==> src/rtl/mips_prog_loader.sv <==
// rtl/mips_prog_loader.sv - serial byte-stream program loader for a mips32 core's instruction memory
// Optional trailing XOR checksum byte is enabled by defining MIPS_LOADER_CHECKSUM_EN.
module mips_prog_loader #(
  parameter int ADDR_W = 10
) (
  input  logic              clk1,
  input  logic              reset,
  input  logic              load_req,
  input  logic [7:0]        in_data,
  input  logic              in_valid,
  output logic              in_ready,
  output logic              mem_we,
  output logic [ADDR_W-1:0] mem_addr,
  output logic [31:0]       mem_wdata,
  output logic              cpu_hold,
  output logic              cpu_start,
  output logic              busy,
  output logic              done,
  output logic              err,
  output logic [ADDR_W:0]   word_count
);

  typedef enum logic [2:0] {
    IDLE, LEN_HI, LEN_LO, DATA, CHK, FINISH, ERR
  } state_t;

  localparam logic [31:0]     MAX_WORDS = 32'd1 << ADDR_W;
  localparam logic [ADDR_W:0] ONE_WORD  = {{ADDR_W{1'b0}}, 1'b1};

  state_t              r_state;
  state_t              w_state_nxt;
  logic [7:0]          r_len_hi;
  logic [ADDR_W:0]     r_nwords;
  logic [1:0]          r_byte_cnt;
  logic [23:0]         r_shift;
  logic                r_mem_we;
  logic [ADDR_W-1:0]   r_mem_addr;
  logic [31:0]         r_mem_wdata;
  logic                r_cpu_hold;
  logic                r_cpu_start;
  logic                r_done;
  logic                r_err;
  logic [ADDR_W:0]     r_word_count;
`ifdef MIPS_LOADER_CHECKSUM_EN
  logic [7:0]          r_xor;
`endif

  logic        w_in_ready;
  logic        w_busy;
  logic        w_accept;
  logic        w_start_session;
  logic [15:0] w_len;
  logic        w_len_bad;
  logic        w_word_end;
  logic        w_last_word;

  assign w_in_ready      = (r_state == LEN_HI) || (r_state == LEN_LO) ||
                           (r_state == DATA)   || (r_state == CHK);
  assign w_busy          = w_in_ready || (r_state == FINISH);
  assign w_accept        = in_valid && w_in_ready;
  assign w_start_session = load_req && ((r_state == IDLE) || (r_state == ERR));
  assign w_len           = {r_len_hi, in_data};
  assign w_len_bad       = (w_len == 16'd0) || ({16'd0, w_len} > MAX_WORDS);
  assign w_word_end      = (r_byte_cnt == 2'd3);
  assign w_last_word     = ((r_word_count + ONE_WORD) == r_nwords);

  always_ff @(posedge clk1) begin
    if (reset) r_state <= IDLE;
    else       r_state <= w_state_nxt;
  end

  always_comb begin
    w_state_nxt = r_state;
    case (r_state)
      IDLE, ERR: if (w_start_session) w_state_nxt = LEN_HI;
      LEN_HI:    if (w_accept) w_state_nxt = LEN_LO;
      LEN_LO:    if (w_accept) w_state_nxt = w_len_bad ? ERR : DATA;
      DATA: begin
        if (w_accept && w_word_end && w_last_word) begin
`ifdef MIPS_LOADER_CHECKSUM_EN
          w_state_nxt = CHK;
`else
          w_state_nxt = FINISH;
`endif
        end
      end
`ifdef MIPS_LOADER_CHECKSUM_EN
      CHK:       if (w_accept) w_state_nxt = (in_data == r_xor) ? FINISH : ERR;
`endif
      FINISH:    w_state_nxt = IDLE;
      default:   w_state_nxt = IDLE;
    endcase
  end

  // Datapath: a word is committed the cycle after its 4th byte, so the write
  // of word k overlaps the byte stream of word k+1 without stalling.
  always_ff @(posedge clk1) begin
    if (reset) begin
      r_len_hi     <= '0;
      r_nwords     <= '0;
      r_byte_cnt   <= '0;
      r_shift      <= '0;
      r_mem_we     <= 1'b0;
      r_mem_addr   <= '0;
      r_mem_wdata  <= '0;
      r_cpu_hold   <= 1'b1;
      r_cpu_start  <= 1'b0;
      r_done       <= 1'b0;
      r_err        <= 1'b0;
      r_word_count <= '0;
`ifdef MIPS_LOADER_CHECKSUM_EN
      r_xor        <= '0;
`endif
    end else begin
      r_mem_we    <= 1'b0;
      r_cpu_start <= 1'b0;
      if (w_start_session) begin
        r_done       <= 1'b0;
        r_err        <= 1'b0;
        r_word_count <= '0;
        r_cpu_hold   <= 1'b1;
        r_byte_cnt   <= '0;
`ifdef MIPS_LOADER_CHECKSUM_EN
        r_xor        <= '0;
`endif
      end
      if (w_accept) begin
        case (r_state)
          LEN_HI: r_len_hi <= in_data;
          LEN_LO: begin
            r_nwords <= w_len[ADDR_W:0];
            if (w_len_bad) r_err <= 1'b1;
          end
          DATA: begin
            r_byte_cnt <= r_byte_cnt + 2'd1;
            r_shift    <= {r_shift[15:0], in_data};
`ifdef MIPS_LOADER_CHECKSUM_EN
            r_xor      <= r_xor ^ in_data;
`endif
            if (w_word_end) begin
              r_mem_we     <= 1'b1;
              r_mem_addr   <= r_word_count[ADDR_W-1:0];
              r_mem_wdata  <= {r_shift, in_data};
              r_word_count <= r_word_count + ONE_WORD;
            end
          end
`ifdef MIPS_LOADER_CHECKSUM_EN
          CHK: if (in_data != r_xor) r_err <= 1'b1;
`endif
          default: ;
        endcase
      end
      if (r_state == FINISH) begin
        r_cpu_hold  <= 1'b0;
        r_cpu_start <= 1'b1;
        r_done      <= 1'b1;
      end
    end
  end

  assign in_ready   = w_in_ready;
  assign busy       = w_busy;
  assign mem_we     = r_mem_we;
  assign mem_addr   = r_mem_addr;
  assign mem_wdata  = r_mem_wdata;
  assign cpu_hold   = r_cpu_hold;
  assign cpu_start  = r_cpu_start;
  assign done       = r_done;
  assign err        = r_err;
  assign word_count = r_word_count;

endmodule

==> config.mk <==
export PLATFORM = sky130hd
export DESIGN_NAME = mips_prog_loader
export DESIGN_NICKNAME = d
export VERILOG_FILES = /design/src/rtl/mips_prog_loader.sv
export SDC_FILE = /design/constraint.sdc
export NUM_CORES = 1
export LEC_CHECK = 0
export CAP_MARGIN = 15
export CORE_MARGIN = 2
export CORE_UTILIZATION = 47
export CTS_CLUSTER_DIAMETER = 200
export DETAILED_ROUTE_END_ITERATION = 7
export PLACE_DENSITY = 0.71
export SLEW_MARGIN = 5
export SYNTH_ARGS = -nofsm -noshare
export SYNTH_HDL_FRONTEND = slang
export SYNTH_SLANG_ARGS = --single-unit
==> constraint.sdc <==
create_clock -name clk1 -period 2.9 [get_ports clk1]
set_input_delay 0.29 -clock clk1 [delete_from_list [all_inputs] [get_ports clk1]]
set_output_delay 0.29 -clock clk1 [all_outputs]
set_load 0.05 [all_outputs]
==> reports/results.tsv <==
metric	value	unit
Req. time, crit path	3.18	ns
Sw Ratio	25.8	%
Rows	34	
power per cell area	515	nW/um^2
ANT nets after route	0	
All-Layer GR Usage	20.9	%
gp weighted congestion	0.882	
most common cell in the netlist	nand2_1	
sequential area share after synthesis	50.7	%
synthesized area	4190	um^2
first-pass GRT wire length	16400	um
Max Slew Vio Count	0	
Synth Flop Type	dfxtp_1	
status	finished clean	
Worst Setup SP	word_count[1]	
Area Growth Syn to Fin	23.2	%
Syn Inst Count	535	
register share of total power	56.6	%
PortBufs	71	
Critical path buffers and inverters	0	
syn_area_per_cell	7.83	um^2
CTS tree	done	
initial antenna violation count	1	
HP Start	reset	
ys async rst share	0	%
max_cap viols	0	
Max Root-Sink Buffers	2	
crit path DAT	2.92	ns
cts hold-fix bufs	0	
final worst path period share	91.0	%
FILL cells	831	
HPWL Detailed	6840	um
latest clock arrival within the worst-skew pair	0.37	ns
Top delay family on crit path	simple AND/OR/NAND/NOR gates	
vias per inst	5.23	
clk sink count	106	
share of the synthesized area in the top cell type	50.7	%
Setup Viol. Count Final	0	
num ports	72	
HP Class	in -> reg	
synth unique cells	38	
Initial DRT Pass Iterations	5	
CTS Buf Count	9	
crit path cell chain	ha_1 -> and3_2 -> nand3_1 -> nor4bb_1 -> o31ai_1 -> or4_1 -> a311oi_2	
core area	8680	um^2
CTS HTree Levels	3	
Static Leak	1.76	nW
Critical Path Sink Type	flop	
#FFs+latches synth	106	
wire per inst	14.1	um
cell taking the most area after synthesis	dfxtp_1	
Die Y	98.4	um
total congestion overflow	0	
largest net degree at the start of global routing	58	
Net Switching	686	uW
Fin Setup TNS	0	ns
initial drt markers	253	
vias in the first global route	3423	
max_slew headroom	40.2	%
clock transition at the registers of the reported paths	0.10	ns
clock power share	34.6	%
pre-CTS WS	0.307	ns
final setup margin	0.262	ns
clock skew	0.0118	ns
Final min period	2.64	ns
Critical Path Fanout Max	7	
Worst Hold Slack	0.393	ns
Post-route DRC	0	
YS warnings	0	
Final Hold Viols	0	
RSZ-0062 raised after global routing	no	
initial cell density of the core	48.2	%
reg2reg start	word_count[1]	
Die W	98.4	um
post-cts sizing count	0	
Crit path largest cell delay	0.57	ns
DIE AREA	9680	um^2
fin nets	603	
Startpoint Class	flop	
VDD IR max	0.303	mV
WS Path Type	reg -> reg	
largest cells by area after synthesis	dfxtp_1 51%, nand2_1 17%, a21oi_1 11%	
Pint	1.97	mW
Max Fclk	379	MHz
Post CTS Setup Buffer Count	0	
syn nets	549	
layout cells sized above 1	5.22	%
Crit-path slowest cell	or4_1	
DRT Wirelength	9890	um
Synth top cells by count	187 x nand2_1, 106 x dfxtp_1, 94 x a21oi_1, 31 x clkbuf_1, 19 x nor2_1	
routed via count	3680	
Gate power share	8.8	%
EDFF count, synth	0	
slew at the pin closest to its max-slew limit	0.891	ns
root buf cell	clkbuf_8	
[cells in the final DEF, fill, tap and decap left out, types with 2 or more instances in the layout]
master | Yosys | layout
nand2b_1 | 3 | 3
o31ai_1 | 2 | 2
nor2_1 | 19 | 19
clkinv_4 | 0 | 3
nand4_1 | 4 | 4
inv_1 | 5 | 5
nor4_1 | 4 | 4
nand3_1 | 6 | 6
nor3_1 | 9 | 9
clkdlybuf4s50_1 | 0 | 70
xor2_1 | 7 | 7
nand2_1 | 187 | 187
xnor2_1 | 13 | 13
or4_1 | 3 | 3
a21oi_1 | 94 | 94
or3_1 | 2 | 2
buf_4 | 0 | 10
a21o_1 | 3 | 3
dfxtp_1 | 106 | 106
o21ai_0 | 11 | 11
clkbuf_8 | 0 | 9
ha_1 | 2 | 2
[power by group through the flow]
stage / Sequential, mW / Clock, mW / Combinational, mW
after floorplan: 1.53 / 0 / 0.167
after global placement: 1.54 / 0 / 0.232
after detailed placement: 1.54 / 0 / 0.234
after CTS: 1.50 / 0.949 / 0.235
after global routing: 1.51 / 0.996 / 0.257
final: 1.51 / 0.920 / 0.234
[state kept, by name, summed over array words and instances, names as in the netlist, 2 cells and up]
signal	flops
r_nwords	11
r_state	3
mem_wdata	32
r_len_hi	8
r_shift	24
word_count	11
mem_addr	10
r_byte_cnt	2
[through the flow]
stage	std cells	power [mW]	utilization (%)	instance area, um^2
4_1_cts	702	2.69	59.4	5160
3_5_place_dp	686	1.77	57.1	4950
6_report	703	2.66	59.4	5160
2_1_floorplan	535	1.69	-	4190
3_3_place_gp	686	1.77	57.1	4950
5_1_grt	702	2.76	59.4	5160
[layout make-up]
| cell class | instances | area (um^2) | area share [%] |
|---|---|---|---|
| flip-flops and latches | 106 | 2120 | 41.1 |
| clock buffers | 10 | 128 | 2.47 |
| multi-input cells | 386 | 1900 | 36.8 |
| inverters | 5 | 18.8 | 0.364 |
| clock inverters | 6 | 75.1 | 1.46 |
| repair buffers | 81 | 781 | 15.1 |
| well taps | 108 | 135 | 2.62 |
| diodes | 1 | 2.50 | 0.0485 |
[routing by layer]
layer	up-vias	global-route usage, %	part of all wire, %	routed length, um
met5	-	0	0	0
met4	0	6.53	1.5	150
met3	13	4.65	5.4	535
met2	101	33.5	47	4630
met1	1698	28.1	46	4570
li1	1868	-	-	-
[worst paths after layout]
kind	to	slack (ns)	cells past startpoint
min reg2reg	mem_wdata[26]	0.46	2
max	r_state[2]	0.26	7
min	word_count[0]	0.39	4
max reg2reg	r_state[2]	0.26	7
[cells by family (layout without fill, tap and decap cells)]
logic type	after synthesis	after routing	synth area share [%]
compound gates	116	116	14.7
xor+xnor	21	21	4.72
fa+ha+maj	2	2	0.598
buf+inv	43	102	4.00
flops	106	106	50.7
other cells	0	1	0
simple gates	247	247	25.3
[worst register-to-register path: cells and delay by family (launching register included)]
| family | cells | cell delay [ns] |
|---|---|---|
| simple gates | 4 | 1.39 |
| flops | 1 | 0.47 |
| compound gates | 2 | 0.40 |
| fa+ha+maj | 1 | 0.30 |
Note: power is estimated with default switching activity, not from simulation.
